File: src/rtl/random_draw_scheduler.sv
// rtl/random_draw_scheduler.sv - seeds, warms up and round-robin shares one LFSR among NREQ requesters
module random_draw_scheduler #(
    parameter int N         = 16,
    parameter int NREQ      = 4,
    parameter int WARMUP    = 16,
    parameter int MAX_TRIES = 8
) (
    input  logic              CLK,
    input  logic              RESET,
    input  logic              START,
    output logic              GEN_RESET,
    output logic [N-1:0]      GEN_SEED,
    input  logic [N-1:0]      GEN_RESULT,
    input  logic [NREQ-1:0]   REQ,
    input  logic [NREQ*N-1:0] LIMIT,
    output logic [NREQ-1:0]   ACK,
    output logic [N-1:0]      VALUE,
    output logic              BUSY
);
    localparam int PW = $clog2(NREQ);

    typedef enum logic [2:0] {UNSEEDED, LOAD, WARM, READY, DRAW} state_t;

    state_t          state;
    logic [N-1:0]    seedcnt;
    logic [7:0]      warm_cnt;
    logic [3:0]      tries;
    logic [PW-1:0]   ptr;
    logic [PW-1:0]   gnt;

    logic [N-1:0]    lim_arr [NREQ];
    logic [N-1:0]    limit_g;
    logic [N-1:0]    mask;
    logic [N-1:0]    sample;
    logic            accept;
    logic [PW-1:0]   pick;
    logic            pick_valid;
    logic [PW:0]     rr_sum;
    logic [PW-1:0]   rr_idx;
    logic [PW-1:0]   next_ptr;

    // First set request at or after ptr, wrapping.
    always_comb begin
        pick       = '0;
        pick_valid = 1'b0;
        rr_sum     = '0;
        rr_idx     = '0;
        for (int i = 0; i < NREQ; i++) begin
            rr_sum = {1'b0, ptr} + (PW+1)'(i);
            if (rr_sum >= (PW+1)'(NREQ))
                rr_sum = rr_sum - (PW+1)'(NREQ);
            rr_idx = rr_sum[PW-1:0];
            if (!pick_valid && REQ[rr_idx]) begin
                pick       = rr_idx;
                pick_valid = 1'b1;
            end
        end
    end

    // Smearing LIMIT-1 rightward yields the smallest 2^k-1 covering it; LIMIT=0 wraps to all ones.
    always_comb begin
        for (int i = 0; i < NREQ; i++)
            lim_arr[i] = LIMIT[i*N +: N];
        limit_g = lim_arr[gnt];
        mask    = limit_g - N'(1);
        for (int s = 1; s < N; s = s * 2)
            mask = mask | (mask >> s);
        sample  = GEN_RESULT & mask;
        accept  = (limit_g == '0) || (sample < limit_g);
    end

    assign next_ptr = (gnt == PW'(NREQ-1)) ? '0 : gnt + PW'(1);
    assign BUSY     = (state != READY);

    always_ff @(posedge CLK or posedge RESET) begin
        if (RESET) begin
            state     <= UNSEEDED;
            seedcnt   <= '0;
            warm_cnt  <= '0;
            tries     <= '0;
            ptr       <= '0;
            gnt       <= '0;
            GEN_RESET <= 1'b0;
            GEN_SEED  <= '0;
            ACK       <= '0;
            VALUE     <= '0;
        end else begin
            seedcnt   <= seedcnt + N'(1);
            GEN_RESET <= 1'b0;
            ACK       <= '0;
            if (START) begin
                state     <= LOAD;
                GEN_RESET <= 1'b1;
                GEN_SEED  <= (seedcnt == '0) ? N'(1) : seedcnt;
            end else begin
                case (state)
                    UNSEEDED: state <= UNSEEDED;
                    LOAD: begin
                        state    <= WARM;
                        warm_cnt <= '0;
                    end
                    WARM: begin
                        if (warm_cnt == 8'(WARMUP-1))
                            state <= READY;
                        else
                            warm_cnt <= warm_cnt + 8'd1;
                    end
                    READY: begin
                        if (pick_valid) begin
                            gnt   <= pick;
                            tries <= '0;
                            state <= DRAW;
                        end
                    end
                    DRAW: begin
                        if (accept || tries == 4'(MAX_TRIES-1)) begin
                            // A rejected S is below 2*LIMIT, so S-LIMIT is a valid fallback.
                            VALUE <= accept ? sample : sample - limit_g;
                            ACK   <= {{(NREQ-1){1'b0}}, 1'b1} << gnt;
                            ptr   <= next_ptr;
                            state <= READY;
                        end else begin
                            tries <= tries + 4'd1;
                        end
                    end
                    default: state <= UNSEEDED;
                endcase
            end
        end
    end
endmodule

File: config.mk
export PLATFORM = sky130hd
export DESIGN_NAME = random_draw_scheduler
export DESIGN_NICKNAME = d
export VERILOG_FILES = /design/src/rtl/random_draw_scheduler.sv
export SDC_FILE = /design/constraint.sdc
export NUM_CORES = 1
export LEC_CHECK = 0
export BUFFER_PORTS_ARGS = -buffer_cell sky130_fd_sc_hd__buf_2
export CORE_MARGIN = 2
export CORE_UTILIZATION = 50
export CTS_BUF_LIST = sky130_fd_sc_hd__clkbuf_4 sky130_fd_sc_hd__clkbuf_8 sky130_fd_sc_hd__clkbuf_16
export DETAILED_ROUTE_END_ITERATION = 10
export PLACE_DENSITY = 0.75
export SKIP_LAST_GASP = 1
export SLEW_MARGIN = 20
export SYNTH_ARGS = -nofsm -noshare
export SYNTH_HDL_FRONTEND = slang
export SYNTH_SLANG_ARGS = --single-unit
File: constraint.sdc
create_clock -name CLK -period 8.2 [get_ports CLK]
set_input_delay 0 -clock CLK [delete_from_list [all_inputs] [get_ports CLK]]
set_output_delay 0 -clock CLK [all_outputs]
set_load 0.1 [all_outputs]
Word level (Yosys, flattened, before mapping):

Cells that the tools add are included.

* flip-flop bits (word level): 72
* logic and storage cells: 112
* input bits: 87

* shifts and indexed selects: 1
* equal/unequal tests: 14
* multiplexer cells: 40
* bitwise gates (word level): 7
* reductions and logical operators: 17
* $lt $le $gt $ge: 10
* add/sub/neg operators: 13

Operator list (number)
* 16-bit 2-to-1 mux: 4
* 16-bit binary-select mux with 2-bit select: 1
* 16-bit zero test: 2
* 4-bit 2-to-1 mux: 5
* 2-bit 2-to-1 mux: 9
* 16-bit by 1-bit adder with 16-bit output (second input constant): 1
* 16-bit bitwise AND: 1
* 16-bit less-than comparator: 1
* 16-bit by 12-bit OR with 16-bit output: 1
* 16-bit by 14-bit OR with 16-bit output: 1
* 16-bit by 15-bit OR with 16-bit output: 1
* 16-bit by 8-bit OR with 16-bit output: 1
* 8-bit case mux with 2 select lines: 1
* 16-bit by 1-bit subtractor with 16-bit output (second input constant): 1
* 16-bit subtractor: 1
* 3-bit >= comparator (second input constant): 4
* 2-bit by 3-bit less-than comparator with 1-bit output (second input constant): 4
* 3-bit 2-to-1 mux: 4
* 3-bit case mux with 4 select lines: 1
* 3-bit AND reduction: 4
* 1-bit 2-to-1 mux: 9
* 3-bit != test (second input constant): 3
* 8-bit by 1-bit adder with 8-bit output (second input constant): 1
* 1-bit binary-select mux with 2-bit select: 4
* 24 further kinds: 37

Longest topological paths before layout:

Gate-level depths: netlist (run 1).

* depth after elaboration: 17
* depth in mapped cells: 25
* depth with buffers taken out: 19

Least setup slack after synthesis (run 1):

Ideal clock, no wire load.

* path type: register -> register
* start: reg gnt[1]
* end: reg VALUE[2]
* slack: 2610 ps
* cell stages (with the launch flop): 26
* clock period less this slack: 5590 ps
* library setup time: 138 ps
* path buffers: 7
* arrival time: 5451 ps
* required time: 8062 ps
* cells stage by stage: dfrtp_1 -> clkbuf_1 -> buf_1 -> mux4_2 -> clkbuf_1 -> inv_1 -> ha_1 -> clkbuf_1 -> o21ai_0 -> o31ai_1 -> a32o_1 -> and3_1 -> buf_2 -> nand2_1 -> o21a_1 -> ha_1 -> a21o_1 -> nor3_1 -> a21o_1 -> o311a_1 -> a21oi_1 -> a31o_2 -> buf_2 -> buf_2 -> mux2i_1 -> a21oi_1

* cells in the longest elaborated chain, start to end: 14
* elaborated cells between the ends (all ways): 17
* those cells by class: add/sub: 2; order compare: 1; mux: 4; bitwise: 6; reduce/logical: 4

Ends and longest elaborated chain
* start: declaration: line 29 `logic [PW-1:0] gnt;`
* start signal: assignment: line 110 `gnt <= pick;`
* 2-bit inverter with 3-bit output (not written as such) *: line 64 `limit_g = lim_arr[gnt];`
* 16-bit binary-select mux with 2-bit select *: line 64
* 16-bit 2-to-1 mux (not written as such) * (2 in a row): line 64
* 16-bit by 1-bit subtractor with 16-bit output: line 65 `mask = limit_g - N'(1);`
* 16-bit by 15-bit OR with 16-bit output: line 67 `mask = mask | (mask >> s);`
* 16-bit by 14-bit OR with 16-bit output: line 67
* 16-bit by 12-bit OR with 16-bit output: line 67
* 16-bit by 8-bit OR with 16-bit output: line 67
* 16-bit bitwise AND: line 68 `sample = GEN_RESULT & mask;`
* 16-bit less-than comparator: line 69 `accept = (limit_g == '0) || (sample < limit_g);`
* 1-bit logical OR: line 69
* 1-bit logical OR: line 116 `if (accept || tries == 4'(MAX_TRIES-1)) begin`
* 3-bit AND reduction (no source line)
* end signal: assignment: line 118 `VALUE <= accept ? sample : sample - limit_g;`
* end: declaration: line 17 `output logic [N-1:0] VALUE,`

Every way passes the cells marked *; elsewhere a longest branch is shown, timed or not. The select of a mux whose other input is x is not followed.
A chain may end at the register's enable or synchronous reset.

Final worst setup path (run 1):

* start: reg gnt[0]
* end: reg VALUE[9]

The elaborated chain is that of the path after synthesis.

==> flow_summary.toml, run 1 <==
[cts]
htree_num_levels = 3
cts_sinks = 72
cts_tree = "done"
cts_setup_buffers = 0
cts_buffers = 9
path_clk_slew_ns = 0.08
clk_path_buf_depth = 2
cts_root_buf = "clkbuf_8"
insertion_delay_ns = 0.35

[run_status]
status = "finished clean"

[route]
drc = 0
first_pass_iters = 5
vias = 4669
routed_wl_um = 13000
viasPerCell = 5.69
drtIter0Drc = 231
wire_per_inst_um = 15.8
ant_nets = 0

[sta]
finalHoldViolCount = 0
grt_setup_unrepaired = "no"
finalSetupTns_ns = 0
max_freq_ghz = 0.157
slew_headroom = 0.408
period_minus_slack_ns = 6.39
worst_pin_slew_ns = 0.888
min_period_over_period = 0.779
finClkSkew_ns = 0.0130
postLayoutSetupSlackWorst_ns = 1.81
finalSetupViolCount = 0
slew_viol_final = 0

[power_and_ir_drop]
leakagePower_nw = 2.95
p_sw_mw = 1.13
p_int_mw = 1.12
power_frac_comb = 0.620
switching_share = 0.503
p_clk_frac = 0.164
power_frac_seq = 0.216
powerDensity_nw_per_um2 = 360
vdd_ir_drop_max_v = 0.000298

[synth]
yosys-top-cells-area = "dfrtp_1, mux4_2, ha_1, xnor2_1, mux2_2"
post-synth-top-count-cell = "dfrtp_1"
synthCells = 567
syn-num-nets = 681
synth_top_flop_cell = "dfrtp_1"
synth-edff-count = 0
syn_avg_cell_area_um2 = 9.32
ys_seq_area_frac = 0.341
syn-cell-area_um2 = 5280
synth_cell_types = 65
synth_area_leader_cell = "dfrtp_1"
yosys-top-cells-count = "dfrtp_1, nor2_1, inv_1"
ys.warnings.count = 0
synthArstFlopShare = 1.00
yosysTopAreaCellShare = 0.341
ys_ff_latch = 72

[floorplan]
rows = 37
initial_core_util = 0.514
die_width_um = 107
coreArea_um2 = 10300
die_y_um = 107
fp.dieArea_um2 = 11400
ios = 125

[critical_path]
cpPeakStageDelay_ns = 0.73
path_class = "reg -> reg"
critPathRequiredTime_ns = 8.43
critPathBufInv = 1
rr_startpoint = "gnt[0]"
cp_top_family = "compound AO/OA/AOI/OAI gates"
crit_arrival_ns = 6.61
critPathMaxFanout = 20
setup.worst_path.start = "gnt[0]"
path_cells = "mux4_2 -> or4_4 -> nor3_1 -> a32o_1 -> and3_1 -> a41oi_1 -> ha_1 -> nor2b_1 -> o31ai_1 -> a21o_1 -> o311a_1 -> a21oi_1 -> a21oi_2 -> buf_4 -> nand2b_1 -> nand3_1"
critPathLaunchType = "register"
endpoint_kind = "register"
cpMaxStageDelayCell = "dfrtp_2"

[final_layout]
diodes = 0
n_fill_cell = 938
drive_above_1_share = 0.289
fin_util = 0.609
syn_to_final_growth_pct = 18.5
nets = 795

[placement]
port_buffers = 124
gp_congestion = 0.987
dp_worst_setup_slack_ns = 1.57
dp.final_hpwl_um = 10200

[hold_path]
hp-class = "in -> reg"
hp-start = "GEN_RESULT[7]"

[global_routing]
grt_pass1_wl_um = 21800
grt_usage = 0.240
grt_pass1_vias = 4681
grt-ovfl-total = 0
grt_max_degree = 73
antenna_found_initial = 0

[flow_run]
max-cap-violations = 0
-- path summary, 6_finish.rpt --
kind                                to  slack [ns]  cells past startpoint
setup / recovery              VALUE[9]        1.81                     16
hold / removal                VALUE[7]        0.03                      3
setup reg to reg              VALUE[9]        1.81                     16
hold reg to reg            warm_cnt[7]        0.49                      1
max in group asynchronous       gnt[0]        7.14                      4
min in group asynchronous     tries[0]        0.47                      4
-- cell usage in the layout (no fill, tap or decap), types with 10 or more instances in the layout --
master / instances
mux2_2: 17
o31ai_1: 10
and3_1: 10
mux2i_1: 14
a21oi_1: 27
xnor2_1: 25
o21ai_0: 28
nor3_1: 13
ha_1: 26
inv_1: 44
buf_2: 124
nand4_1: 11
mux4_2: 17
nor2_1: 47
dfrtp_1: 71
nand3_1: 23
nand2_1: 29
-- per-layer routing --
metal,global-route usage,up-vias,part of all wire
met1,0.279,2224,0.41
met5,0,-,0
met3,0.0450,26,0.047
met4,0.105,0,0.033
li1,-,2290,-
met2,0.429,129,0.51
-- power groups by stage --
stage          clock network [mW]  registers, mW  logic (mW)
6_report                    0.369          0.487        1.40
3_3_place_gp                    0          0.491        1.36
3_5_place_dp                    0          0.495        1.39
5_1_grt                     0.391          0.500        1.51
2_1_floorplan                   0          0.755       0.873
4_1_cts                     0.376          0.488        1.40
-- cell type report --
cell class / count / area (µm²) / area share
Clock buffer: 10 / 131 / 0.0210
Clock inverter: 5 / 129 / 0.0206
Inverter: 45 / 169 / 0.0270
Multi-Input combinational cell: 425 / 3200 / 0.511
Sequential cell: 72 / 1800 / 0.288
Tap cell: 136 / 170 / 0.0272
Timing Repair Buffer: 128 / 656 / 0.105
-- worst register-to-register path: cells and delay by family, from the launching register on --
| kind | cells | cell delay (ns) |
|---|---|---|
| flip-flops | 1 | 0.73 |
| AO/OA/AOI/OAI | 7 | 2.28 |
| buffers and inverters | 1 | 0.36 |
| AND/OR/NAND/NOR | 6 | 1.79 |
| adder cells (fa/ha/maj) | 1 | 0.40 |
| multiplexers | 1 | 0.71 |
-- cell families after synthesis --
| family | Yosys count | synth area share |
|---|---|---|
| buf+inv | 70 | 0.0535 |
| compound gates | 130 | 0.167 |
| simple gates | 188 | 0.185 |
| fa+ha+maj | 27 | 0.0654 |
| flops | 72 | 0.341 |
| mux | 48 | 0.135 |
| xor+xnor | 32 | 0.0531 |
-- flip-flops by register name, indices dropped and copies added (netlist names) --
register / flops
GEN_SEED: 16
VALUE: 16
seedcnt: 16
warm_cnt: 8
ACK: 4
tries: 4
state: 3
gnt: 2
ptr: 2
GEN_RESET: 1
-- timing repair --
| item | CTS | global route |
|---|---|---|
| gates resized for setup | 0 | 0 |
| hold buffers | 2 | 0 |
| hold endpoints to repair | 73 | 0 |
-- through the flow --
stage                     cells  total power, mW  hold WS, ns  area [µm²]
after floorplan             567             1.63       0.0314        5280
after global placement      804             1.85        0.314        5980
after detailed placement    804             1.88        0.329        5980
after CTS                   821             2.26       0.0146        6260
after global routing        821             2.40       0.0338        6260
final                       821             2.25       0.0333        6260
(Power assumes the default switching activity.)
==> inputs of run 2 (changes only) <==
--- a/config.mk
+++ b/config.mk
@@ -5,12 +5,13 @@
 export SDC_FILE = /design/constraint.sdc
 export NUM_CORES = 1
 export LEC_CHECK = 0
+export ABC_AREA = 1
 export BUFFER_PORTS_ARGS = -buffer_cell sky130_fd_sc_hd__buf_2
 export CORE_MARGIN = 2
 export CORE_UTILIZATION = 50
 export CTS_BUF_LIST = sky130_fd_sc_hd__clkbuf_4 sky130_fd_sc_hd__clkbuf_8 sky130_fd_sc_hd__clkbuf_16
 export DETAILED_ROUTE_END_ITERATION = 10
-export PLACE_DENSITY = 0.75
+export PLACE_DENSITY = 0.77
 export SKIP_LAST_GASP = 1
 export SLEW_MARGIN = 20
 export SYNTH_ARGS = -nofsm -noshare
==> constraint.sdc (replaced) <==
create_clock -name CLK -period 5.52 [get_ports CLK]
set_input_delay 0 -clock CLK [delete_from_list [all_inputs] [get_ports CLK]]
set_output_delay 0 -clock CLK [all_outputs]
set_load 0.1 [all_outputs]
==> run 2 against run 1 <==
Register-to-register slack got worse by 1.2 ns. Combinational power is 98% higher. Power grew 79%. Largest power group unchanged. Clock power increased by 44%. Sequential power is 48% higher. Area after synthesis rose by 8.5%. Synthesized cell count up 50%.
==> flow_summary.toml, run 2 <==
[critical_path]
timing.rr.end = "VALUE[4]"
critPathMaxFanout = 35
cpPeakStageDelay_ns = 0.59
crit_path_frequent_cell = "nand2_1"
path_class = "reg -> reg"
critPathRequiredTime_ns = 5.75
critPathLaunchType = "register"
crit_arrival_ns = 5.15
rr_startpoint = "gnt[0]"
endpoint_kind = "register"
cpMaxStageDelayCell = "dfrtp_2"
worst_r2r_path_depth = 27
regToRegSetupSlack_ns = 0.60

[final_layout]
seq_area_um2 = 1800
layout_commonest_cell = "nand2_1"
nets = 1092
multi_input_area_um2 = 3360
post-route-cell-area_um2 = 6770
n_fill_cell = 1077
drive_above_1_share = 0.208
final_cell_mix = "nand2_1, buf_2, inv_1"
syn_to_final_growth_pct = 18.1
reg_top3 = "GEN_SEED (16), VALUE (16), seedcnt (16)"
diodes = 0

[synth]
synth_fa_ha_area_frac = 0.0603
yosysTopAreaCellShare = 0.314
synthArstFlopShare = 1.00
synth_area_leader_cell = "dfrtp_1"
synth_top_family_by_area = "simple AND/OR/NAND/NOR gates"
synth_top_flop_cell = "dfrtp_1"
syn-num-nets = 966
ys.warnings.count = 0
ys_seq_area_frac = 0.314
post-synth-top-count-cell = "nand2_1"
ys_ff_latch = 72
syn-cell-area_um2 = 5730
synth-simple-area-share = 0.387
syn_avg_cell_area_um2 = 6.72
synth_cell_types = 39
synthCells = 852
synth-edff-count = 0
synth_compound_area_frac = 0.0933
synth_xor_area_frac = 0.0428
yosys-top-cells-area = "dfrtp_1, nand2_1, inv_1, nand3_1, ha_1"
yosys-top-cells-count = "nand2_1, inv_1, dfrtp_1"
synthMuxAreaShare = 0.00349

[power_and_ir_drop]
powerDensity_nw_per_um2 = 595
power_frac_comb = 0.689
leakagePower_nw = 3.70
p_clk_frac = 0.132
vdd_ir_drop_max_v = 0.000466
switching_share = 0.576
p_int_mw = 1.71
power_frac_seq = 0.179
p_sw_mw = 2.32

[cts]
cts_root_buf = "clkbuf_16"
cts_sinks = 72
path_clk_slew_ns = 0.06
clk_path_buf_depth = 2
cts_buffers = 9
htree_num_levels = 3
cts_tree = "done"
insertion_delay_ns = 0.35
cts_setup_buffers = 0

[floorplan]
die_width_um = 111
coreArea_um2 = 11300
initial_core_util = 0.506
rows = 39
ios = 125
die_y_um = 111
fp.dieArea_um2 = 12300

[sta]
min_period_over_period = 0.892
max_freq_ghz = 0.203
worst_pin_slew_ns = 0.881
period_minus_slack_ns = 4.92
finalSetupViolCount = 0
finalSetupTns_ns = 0
grt_setup_unrepaired = "no"
slew_headroom = 0.413
finalHoldViolCount = 0
slew_viol_final = 0
finClkSkew_ns = 0.0112

[route]
ant_nets = 0
drtIter0Drc = 430
vias = 5749
first_pass_iters = 5
wire_per_inst_um = 13.2
viasPerCell = 5.11
routed_wl_um = 14900
drc = 0

[flow_run]
max-cap-violations = 0

[placement]
dp.final_hpwl_um = 11600
placed_area_um2 = 6420
gp_congestion = 0.991
port_buffers = 124

[global_routing]
grt_pass1_vias = 5309
antenna_found_initial = 0
grt_pass1_wl_um = 24900
grt_usage = 0.249
grt-ovfl-total = 0
grt_max_degree = 73

[hold_path]
hold_depth = 5
hp-class = "in -> reg"
holdPathEnd = "VALUE[4]"
hp-start = "GEN_RESULT[4]"

[run_status]
status = "finished clean"
==> run 2: cell types whose count changed after synthesis, moves of 16 or more <==
cell and delta:
mux4_2 -17, mux2_2 -17, nand2_1 +258, nand2_2 +19, xnor2_1 -16, inv_1 +54, nand3_1 +48
==> run 2: repair_timing <==
item | 4_1_cts | 5_1_grt
setup endpoints to repair | 0 | 20
hold buffers | 7 | 0
hold endpoints to repair | 80 | 0
gates resized for setup | 0 | 1
==> run 2: cells by family (layout without fill, tap and decap cells) <==
family	after synthesis	count (layout)
XOR/XNOR	28	28
AND/OR/NAND/NOR	496	496
AO/OA/AOI/OAI	99	99
buffers and inverters	128	259
multiplexers	2	2
adder cells (fa/ha/maj)	27	27
flip-flops	72	72
==> run 2: how the worst max path moves through the flow <==
stage | slack, ns | cells after the start | startpoint | end
final | 0.60 | 27 | gnt[0] | VALUE[4]
after global routing | 0.11 | 27 | gnt[0] | VALUE[8]
after CTS | 0.44 | 27 | gnt[0] | VALUE[4]
after detailed placement | 0.47 | 27 | gnt[0] | VALUE[4]
after global placement | 0.64 | 27 | gnt[0] | VALUE[4]
after floorplan | 1.57 | 27 | gnt[1] | VALUE[11]
==> run 2: worst max-delay path: cells and delay by family (launching register included) <==
kind / cells / cell delay, ns
AO/OA/AOI/OAI: 5 / 0.89
adder cells (fa/ha/maj): 3 / 0.85
buffers and inverters: 3 / 0.58
flip-flops: 1 / 0.59
AND/OR/NAND/NOR: 16 / 1.88
==> run 2: metrics by stage <==
stage	hold WS (ns)	setup WS, ns	utilization	power, mW	cells
global placement	0.254	0.638	0.567	3.44	1103
detailed placement	0.256	0.468	0.567	3.46	1103
CTS	0.00746	0.437	0.597	4.01	1126
finish	0.0316	0.596	0.598	4.03	1126
floorplan	0.0314	1.57	-	2.99	852
global route	0.0335	0.107	0.598	4.37	1126
==> run 2: layer usage <==
layer / GRT usage / wire length [µm]
met5: 0 / 0
met4: 0.0543 / 115
met3: 0.0558 / 943
met2: 0.395 / 6710
met1: 0.350 / 7080
==> run 2: power groups by stage <==
| stage | clock network, mW | logic (mW) | registers [mW] |
|---|---|---|---|
| final | 0.531 | 2.77 | 0.722 |
| after detailed placement | 0 | 2.73 | 0.730 |
| after floorplan | 0 | 1.88 | 1.10 |
| after global placement | 0 | 2.71 | 0.728 |
| after global routing | 0.569 | 3.06 | 0.736 |
| after CTS | 0.544 | 2.74 | 0.721 |
==> run 2: cell type report <==
| type | count | share of cell area |
|---|---|---|
| Timing Repair Buffer | 136 | 0.109 |
| Clock buffer | 9 | 0.0333 |
| Tap cell | 143 | 0.0264 |
| Sequential cell | 72 | 0.267 |
| Multi-Input combinational cell | 652 | 0.497 |
| Inverter | 107 | 0.0601 |
| Clock inverter | 7 | 0.00684 |
